### src/rtl/nfca_tx_frame.sv
// NFC-A (ISO14443A) PCD->PICC frame transmitter: byte stream in, odd parity,
// SOF/EOF framing and Modified-Miller pause encoding at 106 kbps on tx_pause.
module nfca_tx_frame #(
  parameter int BIT_CLKS   = 768,
  parameter int PAUSE_CLKS = 192
) (
  input  logic       clk,
  input  logic       rst,
  input  logic       s_valid,
  output logic       s_ready,
  input  logic [7:0] s_data,
  input  logic       s_last,
  input  logic       s_short,
  output logic       tx_pause,
  output logic       tx_busy,
  output logic       tx_done,
  output logic       tx_err
);

  // state   | meaning
  // IDLE    | waiting for the first byte of a frame
  // SOF     | start of communication, one Z slot
  // DATA    | data bits, LSB first (7 bits for short frames)
  // PAR     | odd parity slot; next byte may be taken here
  // EOF0    | logic-0 slot closing the frame
  // EOF1    | silent Y slot, then done pulse
  typedef enum logic [2:0] {
    ST_IDLE, ST_SOF, ST_DATA, ST_PAR, ST_EOF0, ST_EOF1
  } state_t;

  localparam int CW = $clog2(BIT_CLKS + 1);
  localparam logic [CW-1:0] CNT_END = CW'(BIT_CLKS - 1);
  localparam logic [CW-1:0] CNT_ONE = CW'(1);
  localparam logic [CW-1:0] X_BEG   = CW'(BIT_CLKS / 2);
  localparam logic [CW-1:0] X_END   = CW'(BIT_CLKS / 2 + PAUSE_CLKS);
  localparam logic [CW-1:0] Z_END   = CW'(PAUSE_CLKS);

  state_t        state_q, state_d;
  logic [CW-1:0] cnt_q, cnt_d;
  logic [2:0]    bit_q, bit_d;
  logic [7:0]    data_q, data_d;
  logic          last_q, last_d;
  logic          short_q, short_d;
  logic          prev_q, prev_d;
  logic          err_q, err_d;
  logic [7:0]    nxt_data_q, nxt_data_d;
  logic          nxt_last_q, nxt_last_d;
  logic          nxt_vld_q, nxt_vld_d;
  logic          ready_d, pause_d, busy_d, done_d, txerr_d;
  logic          hs, slot_end, cur_bit, new_bit;

  always_ff @(posedge clk or posedge rst) begin
    if (rst) begin
      state_q    <= ST_IDLE;
      cnt_q      <= '0;
      bit_q      <= '0;
      data_q     <= '0;
      last_q     <= 1'b0;
      short_q    <= 1'b0;
      prev_q     <= 1'b0;
      err_q      <= 1'b0;
      nxt_data_q <= '0;
      nxt_last_q <= 1'b0;
      nxt_vld_q  <= 1'b0;
      s_ready    <= 1'b0;
      tx_pause   <= 1'b0;
      tx_busy    <= 1'b0;
      tx_done    <= 1'b0;
      tx_err     <= 1'b0;
    end else begin
      state_q    <= state_d;
      cnt_q      <= cnt_d;
      bit_q      <= bit_d;
      data_q     <= data_d;
      last_q     <= last_d;
      short_q    <= short_d;
      prev_q     <= prev_d;
      err_q      <= err_d;
      nxt_data_q <= nxt_data_d;
      nxt_last_q <= nxt_last_d;
      nxt_vld_q  <= nxt_vld_d;
      s_ready    <= ready_d;
      tx_pause   <= pause_d;
      tx_busy    <= busy_d;
      tx_done    <= done_d;
      tx_err     <= txerr_d;
    end
  end

  always_comb begin
    state_d    = state_q;
    cnt_d      = cnt_q;
    bit_d      = bit_q;
    data_d     = data_q;
    last_d     = last_q;
    short_d    = short_q;
    prev_d     = prev_q;
    err_d      = err_q;
    nxt_data_d = nxt_data_q;
    nxt_last_d = nxt_last_q;
    nxt_vld_d  = nxt_vld_q;
    done_d     = 1'b0;
    txerr_d    = 1'b0;
    hs         = s_valid & s_ready;
    slot_end   = (cnt_q == CNT_END);

    case (state_q)
      ST_DATA: cur_bit = data_q[bit_q];
      ST_PAR:  cur_bit = ~^data_q;
      default: cur_bit = 1'b0;
    endcase

    if (state_q != ST_IDLE)
      cnt_d = slot_end ? '0 : cnt_q + CNT_ONE;

    case (state_q)
      ST_IDLE: begin
        if (hs) begin
          data_d  = s_data;
          last_d  = s_last | s_short;
          short_d = s_short;
          err_d   = 1'b0;
          bit_d   = '0;
          cnt_d   = '0;
          state_d = ST_SOF;
        end
      end
      ST_SOF: begin
        if (slot_end) begin
          prev_d  = 1'b0;
          bit_d   = '0;
          state_d = ST_DATA;
        end
      end
      ST_DATA: begin
        if (slot_end) begin
          prev_d = cur_bit;
          if (bit_q == (short_q ? 3'd6 : 3'd7)) begin
            bit_d   = '0;
            state_d = short_q ? ST_EOF0 : ST_PAR;
          end else begin
            bit_d = bit_q + 3'd1;
          end
        end
      end
      ST_PAR: begin
        // Next byte goes to a holding register so the parity being sent stays intact.
        if (hs) begin
          nxt_data_d = s_data;
          nxt_last_d = s_last;
          nxt_vld_d  = 1'b1;
        end
        if (slot_end) begin
          prev_d    = cur_bit;
          nxt_vld_d = 1'b0;
          if (last_q) begin
            state_d = ST_EOF0;
          end else if (nxt_vld_q || hs) begin
            data_d  = nxt_vld_q ? nxt_data_q : s_data;
            last_d  = nxt_vld_q ? nxt_last_q : s_last;
            bit_d   = '0;
            state_d = ST_DATA;
          end else begin
            err_d   = 1'b1;
            state_d = ST_EOF0;
          end
        end
      end
      ST_EOF0: begin
        if (slot_end) begin
          prev_d  = 1'b0;
          state_d = ST_EOF1;
        end
      end
      ST_EOF1: begin
        if (slot_end) begin
          done_d  = 1'b1;
          txerr_d = err_q;
          err_d   = 1'b0;
          state_d = ST_IDLE;
        end
      end
      default: state_d = ST_IDLE;
    endcase

    // Outputs are registered, so they are derived from the next-cycle values.
    case (state_d)
      ST_DATA: new_bit = data_d[bit_d];
      ST_PAR:  new_bit = ~^data_d;
      default: new_bit = 1'b0;
    endcase

    case (state_d)
      ST_SOF:  pause_d = (cnt_d < Z_END);
      ST_DATA, ST_PAR, ST_EOF0:
        pause_d = new_bit ? ((cnt_d >= X_BEG) && (cnt_d < X_END))
                          : (!prev_d && (cnt_d < Z_END));
      default: pause_d = 1'b0;
    endcase

    ready_d = (state_d == ST_IDLE) ||
              ((state_d == ST_PAR) && !last_d && !nxt_vld_d);
    busy_d  = (state_d != ST_IDLE);
  end

endmodule

### config.mk
export PLATFORM = sky130hd
export DESIGN_NAME = nfca_tx_frame
export DESIGN_NICKNAME = d
export VERILOG_FILES = /design/src/rtl/nfca_tx_frame.sv
export SDC_FILE = /design/constraint.sdc
export NUM_CORES = 1
export LEC_CHECK = 0
export ABC_AREA = 1
export BUFFER_PORTS_ARGS = -buffer_cell sky130_fd_sc_hd__buf_2
export CORE_MARGIN = 5
export CORE_UTILIZATION = 63
export CTS_BUF_LIST = sky130_fd_sc_hd__clkbuf_4
export DETAILED_ROUTE_END_ITERATION = 10
export PLACE_DENSITY_LB_ADDON = 0.3
export SYNTH_ARGS = -nofsm -noshare
export SYNTH_HDL_FRONTEND = slang
export SYNTH_SLANG_ARGS = --single-unit
### constraint.sdc
create_clock -name clk -period 2.31 [get_ports clk]
set_input_delay 0.462 -clock clk [delete_from_list [all_inputs] [get_ports clk]]
set_output_delay 0.462 -clock clk [all_outputs]
set_load 0.005 [all_outputs]
[Word-level counts from Yosys, hierarchy flattened]
Index checks and enable logic that the tools add are counted.
Word-level totals
  memory bits (writable): 0
  flip-flop bits (word level): 43
  memories: 0
  latch bits: 0
  word-level logic and storage cells: 123
  bits in read-only memories: 0
Cells by class
  eq/ne operators: 16
  reductions and logical operators: 22
  order comparisons: 5
  shift operators: 0
  divide/modulo/power cells: 0
  muxes and demuxes: 60
  multiply operators: 0
  bitwise gates (word level): 2
  add/subtract/negate cells: 2
Operators by type and width (count)
  3-bit 2-to-1 mux: 17
  10-bit 2-to-1 mux: 4
  8-bit 2-to-1 mux: 5
  1-bit 2-to-1 mux: 24
  3-bit case mux with 6 select lines: 1
  8-bit case mux with 2 select lines: 1
  8-bit XNOR reduction: 2
  3-bit by 2-bit == test with 1-bit output, second input constant: 4
  3-bit case mux with 4 select lines: 1
  10-bit by 1-bit adder with 10-bit output, second input constant: 1
  10-bit == test, second input constant: 1
  10-bit by 9-bit >= comparator with 1-bit output, second input constant: 1
  10-bit less-than comparator, second input constant: 1
  10-bit by 8-bit less-than comparator with 1-bit output, second input constant: 1
  2-bit != test, second input constant: 5
  3-bit == test, second input constant: 3
  3-bit nonzero test: 3
  3-bit by 4-bit less-than comparator with 1-bit output, second input constant: 2
  1-bit case mux with 2 select lines: 4
  1-bit binary-select mux with 3-bit select: 2
  3-bit by 1-bit == test with 1-bit output, second input constant: 2
  3-bit zero test: 2
  6-bit AND reduction: 1
  1-bit logical AND: 4
  other kinds (10): 15

[Logic depth before layout (Yosys ltp)]
Gate-level depths: netlist of the first run.
  word-level depth: 11
  gate-level depth with buffers: 21
  depth with buffers taken out: 20

[Worst setup path after synthesis of the first run]
Ideal clock, no wire load.
  path type: flip-flop to flip-flop
  from: register cnt_q[0]
  to: register tx_pause
  path buffers: 1
  cell stages (with the launch flop): 20
  clock period less this slack: 2112 ps
  setup time: 117 ps
  path slack: 198 ps
  data arrival time: 1995 ps
  cells stage by stage: dfrtp_1 > ha_1 > nand3_4 > nor2_8 > nand3_4 > nand2_4 > nand3_2 > buf_6 > a21oi_1 > nand2_1 > nand2_1 > inv_1 > nand2_1 > nand2_1 > nand2_1 > nand3_2 > nand2_1 > nand2_1 > nand3_1 > nand2_1
On the way
  word-level cells in the longest chain between the ends: 9
  elaborated cells between the ends (all ways): 38
  classes of those cells: add/sub: 1; order compare: 3; eq/ne: 5; mux: 24; reduce/logical: 5
RTL lines
  start, declared: line 39  | logic [CW-1:0] cnt_q, cnt_d;
  start signal, assigned: line 72  | cnt_q <= cnt_d;
  10-bit by 1-bit adder with 10-bit output / 10-bit == test (equally long branches): line 114, 105
  10-bit 2-to-1 mux: line 114  | cnt_d = slot_end ? '0 : cnt_q + CNT_ONE;
  10-bit 2-to-1 mux: line 113  | if (state_q != ST_IDLE)
  10-bit 2-to-1 mux: line 118  | if (hs) begin
  10-bit 2-to-1 mux: line 116  | case (state_q)
  10-bit by 8-bit less-than comparator with 1-bit output, or another cell as far along: line 194, 197
  1-bit logical AND, on equally long branches: line 197, 196
  1-bit 2-to-1 mux: line 196  | pause_d = new_bit ? ((cnt_d >= X_BEG) && (cnt_d < X_END))
  1-bit case mux with 2 select lines (*): line 193  | case (state_d)
  via pause_d: line 49  | logic ready_d, pause_d, busy_d, done_d, txerr_d;
  end signal, assigned: line 83  | tx_pause <= pause_d;
  end, declared: line 14  | output logic tx_pause,
Mark *: on every way through the listed nets, which the timed path passes. The rest lies on a longest branch. The select of a mux whose other input is x is not followed.
A chain may end at the register's enable or synchronous reset.

[Worst setup path after layout of the first run]
  from: register cnt_q[1]
  to: register tx_pause
Same word-level chain as after synthesis.

==> results of run 1 <==
==> flip-flops by register name, indices dropped and copies added, names as in the netlist <==
name / count
last_q: 1
err_q: 1
nxt_vld_q: 1
bit_q: 3
state_q: 3
short_q: 1
s_ready: 1
tx_done: 1
prev_q: 1
nxt_data_q: 8
tx_busy: 1
data_q: 8
tx_err: 1
tx_pause: 1
nxt_last_q: 1
cnt_q: 10
==> logic make-up after synthesis <==
family                     synth area share, %
and+or+nand+nor                          35.54
muxes                                   0.3353
AOI/OAI and AO/OA                        15.51
DFF                                      36.04
buffers and inverters                    9.094
adders and majority gates               0.8381
xor gates and xnor gates                 2.641
==> final timing paths <==
path	from	to	slack [ps]	cells past startpoint
setup / recovery	cnt_q[1]$_DFF_PP0_	tx_pause$_DFF_PP0_	1	19
hold / removal	rst	err_q$_DFFE_PP0P_	190	3
setup reg to reg	cnt_q[1]$_DFF_PP0_	tx_pause$_DFF_PP0_	1	19
hold reg to reg	nxt_last_q$_DFFE_PP0P_	nxt_last_q$_DFFE_PP0P_	500	2
max in group asynchronous	rst	state_q[1]$_DFF_PP0_	1710	3
min in group clk	s_short	short_q$_DFFE_PP0P_	330	3
==> stage by stage <==
| step | TNS (ps) | hold WS, ps | utilization [%] | area, µm² | std cells |
|---|---|---|---|---|---|
| detailed placement | -86.38 | 468.9 | 69.40 | 3234 | 502 |
| floorplan | 0 | 441.6 | - | 2985 | 418 |
| finish | 0 | 194.0 | 76.27 | 3555 | 520 |
| CTS | 0 | 216.1 | 71.30 | 3323 | 510 |
| global route | -150.7 | 236.9 | 76.27 | 3555 | 520 |
| global placement | -19.69 | 457.2 | 69.40 | 3234 | 502 |
==> power breakdown <==
group | leakage, nW | total (mW) | internal [mW] | switching (mW)
logic | 1.12 | 0.957 | 0.389 | 0.568
registers | 0.571 | 1.03 | 0.875 | 0.157
clock network | 0.0452 | 0.491 | 0.228 | 0.263
total | 1.74 | 2.48 | 1.49 | 0.988
==> repair_timing <==
| action | in CTS | in global routing |
|---|---|---|
| resized for setup | 1 | 35 |
| gates cloned | 0 | 1 |
| setup buffers | 0 | 9 |
| setup endpoints to repair | 1 | 1 |
| pin swaps | 0 | 18 |
==> final cells by class <==
cell class	count	area, µm²	area share (%)
Clock buffer	5	37.54	1.056
Clock inverter	3	43.79	1.232
Inverter	60	227.7	6.406
Multi-Input combinational cell	310	1805	50.79
Sequential cell	43	1077	30.31
Tap cell	54	67.56	1.901
Timing Repair Buffer	45	295.3	8.307
==> synth_stat cells (3+ instances only) <==
cell type	count	share of area [%]
dfrtp_1	43	36
xor2_1	3	0.88
nand2_4	6	2.3
a21oi_1	13	2.2
nor3_1	3	0.50
nor2_8	3	2.0
xnor2_1	6	1.8
nor2_4	3	1.1
nor2_1	35	4.4
o21a_1	3	0.75
o21ai_1	4	0.67
inv_1	44	5.5
o21ai_0	35	5.9
inv_2	16	2.0
o211ai_1	3	0.75
o22ai_1	6	1.3
nand2_1	124	16
nand3_1	24	4.0
nor2_2	3	0.63
nand2_2	12	2.5
a21oi_2	3	0.88
==> layer usage <==
layer	wire length (µm)	share of wire [%]
met1	3149	42
met2	3639	48
met3	513	6.8
met4	272	3.6
met5	0	0
==> worst max-delay path: stages (launching register included) <==
cell and delay (ps):
dfrtp_1 450, ha_4 170, nand3_4 100, nor2_8 170
nand2_4 110, nor2_4 170, nand2_2 80, o21ai_4 80
buf_4 150, a21oi_4 40, nand2_1 60, nand2_1 70
inv_1 50, nand2_1 50, nand2_2 80, nand2_2 50
nand3_2 80, nand3_1 90, nand3_2 80, nand2_1 50
==> impl_metrics.csv, run 1 <==
group,metric,value,unit
floorplan,core_area,0.004661,mm²
route,antenna_left,0,
placement,gp_congestion,0.9464,
sta,hold_violations,0,
finish,layout_common_cells,"nand2_1, inv_1, dfrtp_1, o21ai_0, nor2_1",
sta,slew_violations,0,
finish,fill_cells,339,
clocking,htreeDepth,2,
finish,diodes,0,
sta,finalWorstSetupSlack,1.363,ps
worst_setup_path,crit_arrival,2580,ps
finish,area_growth,19.07,%
synth,syn_area,0.002985,mm²
sta,post-route-min-period,2309,ps
synth,synthArstFlopShare,100.0,%
sta,timing.fmax,433.2,MHz
global_routing,grt_util_met2,42.02,%
clocking,cts_hold_buffers,0,
worst_setup_path,critPathKind,"flop to flop",
synth,synth_cell_types,39,
floorplan,die_w,78.84,µm
global_routing,globalRouteMet1Util,31.37,%
global_routing,grt_pass1_wl,12100,µm
global_routing,grt.total_usage,24.55,%
sta,skew,31.01,ps
route,drt_iter0_drc,264,
global_routing,use_met3,4.422,%
synth,synth_edf_count,0,
finish,layout_commonest_cell,"nand2_1",
worst_setup_path,crit_fanout,6,
floorplan,die_h,78.84,µm
run,drv_cap,0,
synth,synth-main-ff-cell,"dfrtp_1",
power,power.leakage,1.740,nW
global_routing,first_global_vias,2678,
clocking,numCtsBuffers,5,
floorplan,rows,25,
global_routing,grt_max_degree,44,
route,drc,0,
worst_setup_path,start_kind,"flop",
finish,drive_gt1_share,28.11,%
placement,pre_cts_ws,-86.38,ps
clocking,tritoncts,"built",
placement,numPortBuffers,17,
clocking,clk_pin_slew,150,ps
min_path,hp-class,"input port to async pin",
global_routing,antenna_found_initial,0,
clocking,insertion_delay,370,ps
sta,worst_pin_slew,547.3,ps
power,ir_drop,0.0004436,V
global_routing,grt-busiest-layer,"met2",
synth,synthCells,418,
placement,dp_hpwl,5350,µm
worst_setup_path,required,2580,ps
sta,finalSetupViolations,0,
global_routing,grt.overflow.total,0,
synth,synth_fp_nets,433,
finish,fin_nets,480,
sta,period_share,99.94,%
outcome,status,"finished clean",
worst_setup_path,end_kind,"flop",
power,power.total,2.479,mW
floorplan,io_pins,18,
sta,rsz0062_at_grt,"true",
synth,synth-seq-area-share,36.04,%
route,vias_per_cell,5.660,
route,firstDrtPassIters,6,
power,power.density,697.5,mW/mm²
route,avgRoutedWirePerCell,14.56,µm
clocking,clock_path_buffers,2,
route,wl,7573,µm
synth,syn_area_per_cell,7.142,µm²
route,vias,2943,
synth,yosysWarnings,0,
synth,ys_ff_latch,43,
floorplan,start_util,64.05,%
clocking,cts-root-buf,"clkbuf_4",
clocking,cts.sinks,43,
floorplan,die-area,0.006216,mm²
sta,relSlewSlack,63.51,%
Note: power is estimated with default switching activity, not from simulation.
==> inputs of run 2 (changes only) <==
--- a/config.mk
+++ b/config.mk
@@ -7,8 +7,10 @@
 export LEC_CHECK = 0
 export ABC_AREA = 1
 export BUFFER_PORTS_ARGS = -buffer_cell sky130_fd_sc_hd__buf_2
+export CELL_PAD_IN_SITES_DETAIL_PLACEMENT = 1
+export CELL_PAD_IN_SITES_GLOBAL_PLACEMENT = 1
 export CORE_MARGIN = 5
-export CORE_UTILIZATION = 63
+export CORE_UTILIZATION = 46
 export CTS_BUF_LIST = sky130_fd_sc_hd__clkbuf_4
 export DETAILED_ROUTE_END_ITERATION = 10
 export PLACE_DENSITY_LB_ADDON = 0.3
==> run 2 against run 1 <==
Against the previous run: the flow now finishes with violations (negative setup slack); clock-buffer cell count up 1; clock power down 22%; clock skew down 16 ps; sequential power about the same; sequential cell count unchanged; register-to-register slack worse by 20 ps; setup slack worse by 17 ps; via count up 0.68%; combinational power down 2%; largest cell class unchanged; highest routed layer unchanged.
==> impl_metrics.csv, run 2 (synthesis results as in run 1) <==
group,metric,value,unit
outcome,status,"complete, but fails checks",
outcome,violations,"negative setup slack",
sta,holdWs,229.1,ps
floorplan,io_pins,18,
route,drt_iter0_drc,100,
placement,gp_congestion,0.8590,
sta,slew_violations,0,
worst_setup_path,required,2590,ps
finish,instances_no_fill,545,
route,firstDrtPassIters,4,
route,vias,2963,
finish,largest_register_ffs,10,
global_routing,grt_max_degree,44,
floorplan,core_area,0.006350,mm²
worst_setup_path,end_kind,"flop",
global_routing,grt.overflow.total,0,
clocking,clock_path_buffers,2,
clocking,tritoncts,"built",
finish,layout_common_cells,"nand2_1, inv_1, dfrtp_1, nor2_1, o21ai_0",
power,ir_drop,0.0005360,V
finish,layout_commonest_cell,"nand2_1",
placement,dp.cells,535,
placement,numPortBuffers,17,
route,drc,0,
clocking,cts-root-buf,"clkbuf_4",
clocking,htreeDepth,2,
clocking,insertion_delay,370,ps
clocking,cts_hold_buffers,0,
sta,finalWorstSetupSlack,-15.31,ps
sta,worst_pin_slew,580.2,ps
run,drv_cap,0,
worst_setup_path,r2r_slack,-20,ps
finish,final_core_util,55.49,%
finish,fill_cells,831,
placement,post_dp_cell_area,0.003363,mm²
clocking,numCtsBuffers,5,
worst_setup_path,crit_arrival,2600,ps
clocking,cts.sinks,43,
worst_setup_path,crit_fanout,5,
power,power.density,667.5,mW/mm²
finish,area_growth,18.02,%
sta,timing.fmax,430.0,MHz
finish,top_register,"cnt_q",
power,power.leakage,1.729,nW
floorplan,die_h,90.56,µm
floorplan,die_w,90.56,µm
sta,hold_violations,0,
floorplan,start_util,47.01,%
sta,period_share,100.7,%
worst_setup_path,critPathKind,"flop to flop",
placement,dp_hpwl,6709,µm
sta,skew,14.65,ps
floorplan,rows,29,
sta,relSlewSlack,61.32,%
sta,post-route-min-period,2325,ps
route,avgRoutedWirePerCell,15.97,µm
finish,diodes,0,
global_routing,grt_pass1_wl,14980,µm
power,power.total,2.352,mW
route,wl,8702,µm
sta,finalSetupViolations,1,
sta,rsz0062_at_grt,"true",
global_routing,grt.total_usage,21.96,%
min_path,hp-class,"input port to async pin",
finish,top_regs,"cnt_q x10, data_q x8, nxt_data_q x8",
global_routing,antenna_found_initial,0,
floorplan,die-area,0.008201,mm²
global_routing,first_global_vias,3170,
worst_setup_path,start_kind,"flop",
finish,final_area,0.003523,mm²
route,antenna_left,0,
route,vias_per_cell,5.437,
finish,drive_gt1_share,25.43,%
finish,fin_nets,482,
clocking,clk_pin_slew,140,ps
==> run 2: cell types whose count changed in the layout (fill, tap and decap cells not counted), moves of 3 or more <==
cell     change
nand2_1      +5
nand2_2      -3
nand3_2      -3
o21ai_4      -3
==> run 2: cell type report <==
class                           instances  area [µm²]  share of cell area (%)
Multi-Input combinational cell        309        1709                   48.51
Sequential cell                        43        1077                   30.58
Timing Repair Buffer                   48       360.3                   10.23
Inverter                               60       227.7                   6.463
Tap cell                               77       96.34                   2.734
Clock buffer                            6       45.04                   1.278
Clock inverter                          2       7.507                  0.2131
==> run 2: where the power goes <==
part           internal (mW)  switching [mW]  total, mW
sequential             0.876           0.152       1.03
combinational          0.390           0.550      0.940
clock                  0.125           0.260      0.385
total                   1.39           0.962       2.35
==> run 2: critical path: stages, from the launching register on <==
cell     delay, ps
dfrtp_1        420
ha_4           170
nand3_4        110
nor2_8         180
nand3_4        100
nand2_4         90
nand3_4        110
buf_12         160
a21oi_4        160
nand2_1         80
nand2_1        110
inv_1           50
nand2_1         50
nand2_1         50
nand2_1         70
nand3_2        100
nand2_1         80
nand2_1         40
nand3_1         60
nand2_1         50
==> run 2: worst paths after layout <==
check                                          start                        end  cells past startpoint
setup / recovery                  cnt_q[0]$_DFF_PP0_         tx_pause$_DFF_PP0_                     19
hold / removal                                   rst        short_q$_DFFE_PP0P_                      3
setup reg to reg                  cnt_q[0]$_DFF_PP0_         tx_pause$_DFF_PP0_                     19
hold reg to reg            nxt_data_q[0]$_DFFE_PP0P_  nxt_data_q[0]$_DFFE_PP0P_                      2
max in group asynchronous                        rst       state_q[0]$_DFF_PP0_                      3
min in group clk                             s_short        short_q$_DFFE_PP0P_                      3
==> run 2: through the flow <==
step / setup TNS, ps / setup slack (ps)
floorplan: 0 / 197.9
global placement: -1.329 / -1.329
detailed placement: -78.58 / -78.58
CTS: 0 / 2.052
global route: -209.3 / -209.3
finish: -15.31 / -15.31
==> run 2: routing by layer <==
metal	part of all wire, %	global-route usage, %	up-vias
li1	-	-	1433
met1	42	26.30	1468
met2	53	39.65	43
met3	2.7	3.250	19
met4	2.3	7.444	0
met5	0	0	-
==> run 2: timing repair <==
action / CTS / global route
pin swaps: 1 / 3
buffers inserted: 1 / 0
gates resized for setup: 4 / 12
cloned: 0 / 1
setup endpoints to repair: 1 / 1
==> inputs of run 3 (changes only) <==
--- a/config.mk
+++ b/config.mk
@@ -14,6 +14,7 @@
 export CTS_BUF_LIST = sky130_fd_sc_hd__clkbuf_4
 export DETAILED_ROUTE_END_ITERATION = 10
 export PLACE_DENSITY_LB_ADDON = 0.3
+export SETUP_SLACK_MARGIN = 0.3
 export SYNTH_ARGS = -nofsm -noshare
 export SYNTH_HDL_FRONTEND = slang
 export SYNTH_SLANG_ARGS = --single-unit
==> run 3 against run 2 <==
Against the previous run: the flow still finishes with violations (negative setup slack); register-to-register slack about the same; clock skew up 3.9 ps; sequential cell count unchanged; via count down 2.8%; global-route usage decreased by 0.51 points; non-clock buffer count decreased by 1; clock power is 30% higher; setup slack worse by 7.0 ps; sequential share of layout area increased by 0.084 points; hold slack worse by 170 ps; critical path depth unchanged; critical path type unchanged; largest cell class unchanged; largest power group unchanged.
==> impl_metrics.csv, run 3 (synthesis results as in run 1) <==
group,metric,value,unit
outcome,status,"complete, but fails checks",
outcome,violations,"negative setup slack",
sta,post-route-min-period,2332,ps
route,avgRoutedWirePerCell,15.55,µm
worst_setup_path,r2r_end,"tx_pause$_DFF_PP0_",
route,top_layer,"met4",
floorplan,rows,29,
global_routing,grt_max_degree,29,
route,antenna_left,0,
floorplan,core_area,0.006350,mm²
global_routing,grt.overflow.total,0,
worst_setup_path,worstRegToRegCells,19,
floorplan,die-area,0.008201,mm²
min_path,hp-class,"input port to async pin",
placement,gp_congestion,0.8298,
worst_setup_path,cp_num_buf_inv,2,
sta,slew_violations,0,
placement,dp.cells,533,
clocking,numCtsBuffers,5,
route,vias_per_cell,5.296,
route,drt_iter0_drc,88,
sta,rsz0062_at_grt,"true",
global_routing,grt.total_usage,21.45,%
clocking,clk_pin_slew,150,ps
power,power.density,697.1,mW/mm²
finish,largest_register_ffs,10,
global_routing,first_global_vias,3008,
placement,pre_cts_ws,-69.17,ps
clocking,tritoncts,"built",
clocking,htreeDepth,2,
worst_setup_path,crit_fanout,11,
global_routing,grt_pass1_wl,14440,µm
worst_setup_path,crit_top_cell,"nand2_1",
finish,drive_gt1_share,25.70,%
sta,finalWorstSetupSlack,-22.28,ps
finish,diodes,0,
finish,instances_no_fill,544,
run,drv_cap,0,
clocking,cts-root-buf,"clkbuf_4",
finish,top_register,"cnt_q",
worst_setup_path,r2r_start,"cnt_q[1]$_DFF_PP0_",
finish,fin_nets,481,
route,vias,2881,
sta,worst_pin_slew,635.2,ps
worst_setup_path,slowest_delay,430,ps
finish,fill_cells,835,
route,drc,0,
sta,relSlewSlack,57.39,%
finish,area_growth,17.56,%
route,wl_met2,4279,µm
worst_setup_path,cp_top_family,"simple AND/OR/NAND/NOR gates",
global_routing,antenna_found_initial,0,
placement,dp_hpwl,6692,µm
finish,layout_commonest_cell,"nand2_1",
placement,numPortBuffers,17,
sta,finalSetupViolations,1,
floorplan,die_h,90.56,µm
route,wl_met1,3755,µm
worst_setup_path,end_kind,"flop",
worst_setup_path,crit_chain,"ha_4 -> nand3_4 -> nor2_8 -> nand3_4 -> nand2_4 -> nand3_2 -> buf_12 -> a21oi_4 -> nand2_1 -> nand2_1 -> inv_1 -> nand2_1 -> nand2_1 -> nand2_1 -> nand3_2 -> nand2_1 -> nand2_1 -> nand3_1 -> nand2_1",
floorplan,io_pins,18,
power,power.total,2.447,mW
worst_setup_path,critPathKind,"flop to flop",
worst_setup_path,cp_slowest_cell,"dfrtp_1",
route,firstDrtPassIters,4,
worst_setup_path,r2r_slack,-20,ps
sta,hold_violations,0,
power,ir_drop,0.0004229,V
worst_setup_path,required,2580,ps
worst_setup_path,start_kind,"flop",
clocking,clock_path_buffers,2,
route,met3_length,254,µm
floorplan,die_w,90.56,µm
sta,period_share,101.0,%
clocking,insertion_delay,380,ps
route,wl,8460,µm
clocking,cts.sinks,43,
sta,skew,18.59,ps
worst_setup_path,crit_arrival,2610,ps
finish,top_regs,"cnt_q x10, data_q x8, nxt_data_q x8",
power,power.leakage,1.736,nW
finish,layout_common_cells,"nand2_1, dfrtp_1, inv_1, o21ai_0, nor2_1",
floorplan,start_util,47.01,%
sta,timing.fmax,428.8,MHz
run 3: timing repair:
item,in CTS,in global routing
hold buffers,0,0
setup buffers,1,2
cloned,0,0
gates resized for setup,6,7
setup endpoints to repair,3,5
pin swaps,0,3
hold endpoints to repair,0,0
run 3: per-stage QoR:
step           TNS, ps  hold WS [ps]  util, %  area [µm²]
2_1_floorplan        0         441.6        -        2998
3_3_place_gp   -0.8828         455.6    52.93        3361
3_5_place_dp    -69.17         478.6    52.93        3361
4_1_cts              0         62.14    54.68        3472
5_1_grt         -236.1         78.72    55.27        3510
6_report        -22.28         57.62    55.27        3510
run 3: power by group:
group          internal [mW]  switching [mW]  total (mW)
logic                  0.379           0.542       0.920
registers              0.875           0.150        1.02
clock network          0.223           0.279       0.502
run 3: area by class of cell:
type	instances	area, µm²	share of cell area [%]
Timing Repair Buffer	47	335.3	9.554
Tap cell	77	96.34	2.745
Sequential cell	43	1076	30.66
Multi-Input combinational cell	309	1698	48.38
Inverter	60	227.7	6.488
Clock inverter	3	38.79	1.105
Clock buffer	5	37.54	1.070
run 3: worst max-delay path by stage:
stage	slack, ps	end	cells past startpoint	from
6_report	-20	tx_pause$_DFF_PP0_	19	cnt_q[1]$_DFF_PP0_
2_1_floorplan	250	tx_pause$_DFF_PP0_	19	cnt_q[0]$_DFF_PP0_
3_5_place_dp	-70	tx_pause$_DFF_PP0_	19	s_valid
4_1_cts	20	tx_pause$_DFF_PP0_	19	cnt_q[1]$_DFF_PP0_
5_1_grt	-240	tx_pause$_DFF_PP0_	18	cnt_q[1]$_DFF_PP0_
3_3_place_gp	-0.9	tx_pause$_DFF_PP0_	19	s_valid
run 3: layer usage:
layer  global-route usage (%)  vias to the layer above
li1                         -                     1424
met1                    25.87                     1397
met2                    38.38                       45
met3                    3.583                       15
met4                    6.948                        0
met5                        0                        -
run 3: worst reg2reg max path, delay by kind of cell, from the launching register on:
kind	cells	cell delay, ps
simple gates	15	1260
flops	1	430
buf+inv	2	210
fa+ha+maj	1	170
compound gates	1	160
